**src/rtl/serial_adder.sv**
```systemverilog
// Digit-serial adder/subtractor: DIGIT bits per clock through a single carry register,
// with valid/ready handshakes on both sides and carry/borrow plus signed-overflow flags.
module serial_adder #(
    parameter int unsigned WIDTH = 8,
    parameter int unsigned DIGIT = 2
) (
    input  logic             clk,
    input  logic             rst,
    input  logic             in_valid,
    output logic             in_ready,
    input  logic [WIDTH-1:0] a,
    input  logic [WIDTH-1:0] b,
    input  logic             cin,
    input  logic             sub,
    output logic             out_valid,
    input  logic             out_ready,
    output logic [WIDTH-1:0] sum,
    output logic             cout,
    output logic             overflow
);

    localparam int unsigned DG    = (DIGIT == 0) ? 1 : DIGIT;
    localparam int unsigned N     = WIDTH / DG;
    localparam int unsigned CNT_W = (N > 1) ? $clog2(N) : 1;

    // Reject parameter sets that would otherwise silently truncate
    if (WIDTH < 2 || DIGIT < 1 || (WIDTH % DG) != 0) begin : g_bad_params
        $fatal(1, "serial_adder: WIDTH must be >= 2 and divisible by DIGIT >= 1");
    end

    typedef enum logic [1:0] {
        IDLE,
        RUN,
        DONE
    } state_t;

    state_t             state;
    logic [WIDTH-1:0]   a_sh;
    logic [WIDTH-1:0]   b_sh;
    logic [WIDTH-1:0]   res_sh;
    logic               carry;
    logic               a_msb;
    logic               b_msb;
    logic [CNT_W-1:0]   cnt;

    logic [WIDTH-1:0]   b_eff;
    logic [DIGIT:0]     digit_sum;
    logic [WIDTH-1:0]   res_next;

    // One digit slice per cycle; the new slice enters the result from the MSB end
    always_comb begin
        b_eff     = sub ? ~b : b;
        digit_sum = {1'b0, a_sh[DIGIT-1:0]} + {1'b0, b_sh[DIGIT-1:0]} + {{DIGIT{1'b0}}, carry};
        res_next  = WIDTH'({digit_sum[DIGIT-1:0], res_sh} >> DIGIT);
    end

    always_ff @(posedge clk or posedge rst) begin
        if (rst) begin
            state     <= IDLE;
            in_ready  <= 1'b1;
            out_valid <= 1'b0;
            sum       <= '0;
            cout      <= 1'b0;
            overflow  <= 1'b0;
            a_sh      <= '0;
            b_sh      <= '0;
            res_sh    <= '0;
            carry     <= 1'b0;
            a_msb     <= 1'b0;
            b_msb     <= 1'b0;
            cnt       <= '0;
        end else begin
            case (state)
                IDLE: begin
                    if (in_valid && in_ready) begin
                        a_sh     <= a;
                        b_sh     <= b_eff;
                        carry    <= sub ? ~cin : cin;
                        a_msb    <= a[WIDTH-1];
                        b_msb    <= b_eff[WIDTH-1];
                        res_sh   <= '0;
                        cnt      <= '0;
                        in_ready <= 1'b0;
                        state    <= RUN;
                    end
                end
                RUN: begin
                    a_sh   <= a_sh >> DIGIT;
                    b_sh   <= b_sh >> DIGIT;
                    carry  <= digit_sum[DIGIT];
                    res_sh <= res_next;
                    cnt    <= cnt + CNT_W'(1);
                    if (cnt == CNT_W'(N - 1)) begin
                        sum       <= res_next;
                        cout      <= digit_sum[DIGIT];
                        overflow  <= (a_msb == b_msb) && (res_next[WIDTH-1] != a_msb);
                        out_valid <= 1'b1;
                        state     <= DONE;
                    end
                end
                DONE: begin
                    // Handoff returns to IDLE; the next accept is at least one cycle later
                    if (out_ready) begin
                        out_valid <= 1'b0;
                        in_ready  <= 1'b1;
                        state     <= IDLE;
                    end
                end
                default: begin
                    state <= IDLE;
                end
            endcase
        end
    end

endmodule
```
**config.mk**
```make
export PLATFORM = sky130hd
export DESIGN_NAME = serial_adder
export DESIGN_NICKNAME = d
export VERILOG_FILES = /design/src/rtl/serial_adder.sv
export SDC_FILE = /design/constraint.sdc
export NUM_CORES = 1
export LEC_CHECK = 0
export CORE_AREA = 2 2 81 83
export CTS_BUF_LIST = sky130_fd_sc_hd__clkbuf_2 sky130_fd_sc_hd__clkbuf_4 sky130_fd_sc_hd__clkbuf_8
export CTS_CLUSTER_DIAMETER = 30
export DETAILED_ROUTE_END_ITERATION = 6
export DIE_AREA = 0 0 83 85
export PLACE_DENSITY_LB_ADDON = 0.15
export SLEW_MARGIN = 20
export SYNTH_ARGS = -nofsm -noshare
export SYNTH_HDL_FRONTEND = slang
export SYNTH_SLANG_ARGS = --single-unit
```
**constraint.sdc**
```tcl
create_clock -name clk -period 2 [get_ports clk]
set_input_delay 0.4 -clock clk [delete_from_list [all_inputs] [get_ports clk]]
set_output_delay 0.4 -clock clk [all_outputs]
set_load 0.05 [all_outputs]
```
==> run_results.csv, run 1 <==
group,metric,value,unit
floorplanning,die_w,83,µm
sta,slew_viol_final,0,
cts,cts_buffers,5,
cts,root_buffer,"clkbuf_8",
power_and_ir_drop,leakage,0.00109,µW
floorplanning,fp.dieH,85,µm
placement,gp_congestion,0.709,
global_route,grt_pass1_vias,1294,
finish,drive_gt1_frac,0.129,
sta,hold_ws,0.430,ns
sta,finalHoldViolCount,0,
yosys,postSynth.asyncResetShare,1.00,
finish,antenna_cells,0,
setup_path,cp.required,1.60,ns
sta,finalSetupViolCount,0,
sta,worst_pin_slew,0.499,ns
power_and_ir_drop,p_per_area,668,nW/µm²
setup_path,slowest_delay,0.81,ns
detailed_routing,drt_iter0_drc,49,
cts,ctsResizeCount,0,
cts,postCtsHoldBufs,0,
placement,dp_worst_setup_slack,0.185,ns
yosys,synth_cells,174,
sta,rsz0062_at_grt,"no",
yosys,ys.flop_type,"dfrtp_1",
setup_path,cp_top_family,"buffers and inverters",
yosys,synth_top_family_by_area,"simple AND/OR/NAND/NOR gates",
min_path,hold_path.class,"in -> async",
sta,fin_crit,1.87,ns
run_status,outcome,"complete, no violations",
finish,area_delta_synth_final,28.7,%
detailed_routing,ant_nets,0,
global_route,grt_pass1_wl,6450,µm
yosys,yosysTopAreaCell,"dfrtp_1",
flow_run,drv_cap,0,
global_route,track_usage,0.114,
detailed_routing,drt_wl_total,3710,µm
setup_path,critical_path_buf_inv_count,1,
yosys,yosysWarnings,0,
setup_path,crit_chain,"clkdlybuf4s50_1",
placement,dp_hpwl,2610,µm
setup_path,cp-end-kind,"output port",
cts,h-tree-depth,2,
yosys,synth_xor_area_frac,0.0419,
placement,port_buffers,33,
floorplanning,initial_core_util,0.303,
cts,cts.sinks,41,
yosys,synth_seq_area_share,0.546,
yosys,synth_area,1880,µm²
detailed_routing,post_drt_wl_per_cell,12.9,µm
setup_path,crit_fanout,2,
cts,cts_max_path_buffers,2,
cts,cts_tree,"built",
yosys,synth_top_area_frac,0.532,
detailed_routing,drc,0,
power_and_ir_drop,vdd_drop_max,0.339,mV
detailed_routing,num_vias,1317,
cts,insertion_delay,0.29,ns
yosys,synth.distinct_cells,30,
finish,nNetsFinal,234,
setup_path,critPathKind,"reg -> out",
sta,post-route-period-util,0.934,
yosys,synth-edff-count,0,
yosys,synth_most_common_cell,"dfrtp_1",
finish,n_fill_cell,616,
setup_path,r2r_slack,0.20,ns
yosys,yosys-mux-area-fraction,0.0578,
setup_path,arrival,1.47,ns
sta,tns,0,ns
global_route,grt_max_degree,28,
sta,skew,0.00720,ns
sta,setup_slack,0.132,ns
detailed_routing,drtPass1Iterations,3,
global_route,antenna_found_initial,0,
floorplanning,ios,34,
setup_path,cp-start-kind,"flip-flop",
yosys,syn_nets,199,
global_route,grt-ovfl-total,0,
setup_path,crit_path_top_delay_cell,"clkdlybuf4s50_1",
cts,post_cts_buffers,0,
yosys,yosys.area_share.adder,0.0279,
yosys,ys_ff_latch,41,
cts,clkTransAtPathRegs,0.08,ns
floorplanning,die_area,7060,µm²
floorplanning,core_area,6200,µm²
sta,fmax,0.535,GHz
yosys,synth_area_leaders,"dfrtp_1 (53%), nand2_1 (7.2%), nand3_1 (5.6%), mux2_4 (4.0%), a221o_1 (3.7%)",
sta,slew_headroom,0.666,
yosys,synthSimpleGateAreaFrac,0.186,
floorplanning,rows,29,
detailed_routing,viasPerCell,4.59,
yosys,synth_common_cells,"dfrtp_1 (40), nand2_1 (36), nand3_1 (21), nor2_1 (9)",
yosys,avgSynthCellArea,10.8,µm²
yosys,synth_compound_area_frac,0.0824,
## worst reg2reg max path, stage by stage, from the launching register on
cell and delay (ns):
dfrtp_1 0.32, inv_1 0.06, fa_1 0.42, inv_1 0.07, fa_1 0.46, and3b_1 0.24, a21oi_1 0.04, o21ai_1 0.12
## stage by stage
step / total power [µW] / area (µm²) / std cells / utilization
6_report: 1620 / 2420 / 287 / 0.390
5_1_grt: 1680 / 2420 / 287 / 0.390
4_1_cts: 1640 / 2420 / 287 / 0.390
3_5_place_dp: 937 / 2300 / 279 / 0.371
3_3_place_gp: 938 / 2300 / 279 / 0.371
2_1_floorplan: 877 / 1880 / 174 / -
## final timing paths
check,from,endpoint,depth (start not counted)
max reg2reg,a_sh[0],overflow,7
min reg2reg,a_sh[6],a_sh[4],2
min in group clk,a_sh[6],a_sh[4],2
max in group asynchronous,rst,in_ready,3
min,rst,sum[1],2
max,sum[7],sum[7],1
## final cells by class
class,count,area [µm²],area share
clock buffers,7,90.1,0.0372
clock inverters,1,30.0,0.0124
inverters,8,30.0,0.0124
multi-input cells,115,744,0.307
flip-flops and latches,41,1030,0.424
well taps,77,96.3,0.0398
repair buffers,38,403,0.166
## flip-flops by register name (all words and copies together) (netlist names)
name	flops
a_msb	1
sum	8
res_sh	6
b_msb	1
a_sh	8
carry	1
cout	1
in_ready	1
overflow	1
b_sh	8
cnt	2
out_valid	1
state	2
## layout by cell type (no fill, tap or decap)
cell,n
o31ai_1,1
clkdlybuf4s50_1,32
dfrtp_1,40
fa_1,2
mux2_2,3
and3b_1,1
clkbuf_8,6
bufinv_16,1
clkbuf_4,1
buf_4,3
a21oi_1,4
o311ai_1,1
nor2_4,1
nor2_1,9
buf_12,3
o21ai_1,5
nand2_1,36
nand2b_1,1
nand3_1,21
ha_1,1
o21ai_0,3
and2b_4,1
nand4bb_1,1
nand3b_2,1
and4bb_4,1
xor2_1,1
xnor2_1,8
a221o_1,7
dfstp_2,1
mux2_4,5
inv_1,8
a22o_1,1
## layer usage
layer	track usage	wire length, µm	vias to the layer above
met3	0.0302	172	7
met2	0.166	1560	30
met1	0.163	1930	621
li1	-	-	659
met4	0.0402	46	0
met5	0	0	-
## where the power goes
group          switching [µW]  total, µW  internal (µW)  leakage, µW
Sequential                  0        828            828     0.000496
Clock                     277        698            421    0.0000619
Combinational            35.2       90.6           55.3     0.000529
## logic make-up (layout without fill, tap and decap cells)
group,Yosys count,in the layout
simple gates,73,73
flops,41,41
compound gates,22,22
buf+inv,18,54
xor+xnor,9,9
mux,8,8
fa+ha+maj,3,3
Note: power is estimated with default switching activity, not from simulation.
==> inputs of run 2 (changes only) <==
==> constraint.sdc (replaced) <==
create_clock -name clk -period 2.35 [get_ports clk]
set_input_delay 0.47 -clock clk [delete_from_list [all_inputs] [get_ports clk]]
set_output_delay 0.47 -clock clk [all_outputs]
set_load 0.05 [all_outputs]
==> run_results.csv, run 2 (synthesis results as in run 1) <==
group,metric,value,unit
run_status,outcome,"complete, no violations",
sta,worst_pin_slew,0.739,ns
cts,insertion_delay,0.29,ns
sta,fmax,0.469,GHz
floorplanning,die_w,83,µm
sta,skew,0.00490,ns
power_and_ir_drop,vdd_drop_max,0.278,mV
global_route,grt_use_met2,0.177,
detailed_routing,ant_nets,0,
setup_path,r2r_slack,0.49,ns
sta,slew_viol_final,0,
cts,postCtsHoldBufs,0,
cts,clkTransAtPathRegs,0.08,ns
finish,drive_gt1_frac,0.111,
setup_path,cp_top_family,"buffers and inverters",
finish,nNetsFinal,231,
setup_path,arrival,1.66,ns
floorplanning,core_area,6200,µm²
sta,fin_crit,2.13,ns
global_route,antenna_found_initial,0,
global_route,grt_max_degree,42,
setup_path,crit_fanout,5,
finish,area_delta_synth_final,24.6,%
detailed_routing,drtPass1Iterations,4,
sta,finalSetupViolCount,0,
global_route,grtUsageMet3,0.0311,
detailed_routing,drt_iter0_drc,74,
sta,finalHoldViolCount,0,
detailed_routing,viasPerCell,4.63,
cts,ctsResizeCount,0,
sta,tns,0,ns
cts,cts_buffers,5,
global_route,grt_pass1_vias,1312,
finish,most-common-layout-cells,"dfrtp_1 (40), nand2_1 (36), clkdlybuf4s50_1 (33), nand3_1 (21), nor2_1 (9)",
placement,gp_congestion,0.715,
placement,port_buffers,33,
floorplanning,die_area,7060,µm²
cts,cts.sinks,41,
setup_path,critical_path_buf_inv_count,1,
flow_run,drv_cap,0,
setup_path,cp-start-kind,"flip-flop",
cts,cts_tree,"built",
detailed_routing,post_drt_wl_per_cell,13.0,µm
sta,rsz0062_at_grt,"no",
global_route,busiest_layer,"met2",
min_path,min_from,"a_sh[6]",
floorplanning,ios,34,
floorplanning,rows,29,
cts,cts_max_path_buffers,2,
floorplanning,fp.dieH,85,µm
placement,dp_hpwl,2410,µm
sta,post-route-period-util,0.907,
sta,slew_headroom,0.508,
power_and_ir_drop,power.total,1290,µW
detailed_routing,drt_wl_total,3690,µm
setup_path,critPathLaunch,"in_ready",
cts,post_cts_buffers,0,
placement,placed_cell_area,2240,µm²
floorplanning,initial_core_util,0.303,
finish,post-route-util,0.378,
setup_path,critPathKind,"reg -> out",
cts,root_buffer,"clkbuf_8",
global_route,grt-ovfl-total,0,
setup_path,slowest_delay,0.80,ns
setup_path,reg2reg_from,"b_sh[0]",
global_route,track_usage,0.115,
finish,fin_area,2340,µm²
detailed_routing,drc,0,
global_route,grt_pass1_wl,6440,µm
global_route,grt_use_met1,0.157,
setup_path,crit_path_top_delay_cell,"clkdlybuf4s50_1",
setup_path,crit_chain,"clkdlybuf4s50_1",
setup_path,cp.required,1.88,ns
finish,antenna_cells,0,
setup_path,cp-end-kind,"output port",
finish,reg.largest.list,"a_sh: 8 flops, b_sh: 8 flops, sum: 8 flops",
detailed_routing,num_vias,1315,
power_and_ir_drop,p_per_area,552,nW/µm²
cts,h-tree-depth,2,
min_path,hold_path.class,"reg -> reg",
finish,mostFrequentLayoutCell,"dfrtp_1",
power_and_ir_drop,leakage,0.00105,µW
-- run 2: changes by cell type in the layout (fill, tap and decap cells not counted) --
cell / delta
clkinv_2: +1
buf_12: -3
clkbuf_8: +1
bufinv_16: -1
clkdlybuf4s50_1: +1
buf_4: -1
clkbuf_4: -1
-- run 2: layout make-up --
type                    count  area [µm²]
flip-flops and latches     41        1030
well taps                  77        96.3
clock inverters             1        5.00
fillers                   633        3860
multi-input cells         115         744
inverters                   8        30.0
repair buffers             35         345
clock buffers               7        96.3
-- run 2: per-stage QoR --
stage                     hold slack, ns  setup WS, ns  instances
after floorplan                    0.449         0.660        174
after global placement             0.457         0.456        276
after detailed placement           0.462         0.462        276
after CTS                          0.482         0.203        284
after global routing               0.513         0.183        284
final                              0.476         0.217        284
-- run 2: per-layer routing --
| layer | up-vias | part of all wire |
|---|---|---|
| li1 | 651 | - |
| met1 | 623 | 0.52 |
| met2 | 33 | 0.42 |
| met3 | 8 | 0.044 |
| met4 | 0 | 0.014 |
| met5 | - | 0 |
-- run 2: final timing paths --
kind,to,cells after the start
max in group asynchronous,in_ready,3
setup / recovery,in_ready,1
hold reg to reg,a_sh[4],2
setup reg to reg,overflow,7
hold / removal,a_sh[4],2
min in group asynchronous,sum[7],3
-- run 2: power by group --
group,total (µW),internal [µW],switching (µW)
sequential,705,705,0
combinational,70.3,41.7,28.6
clock,519,266,253
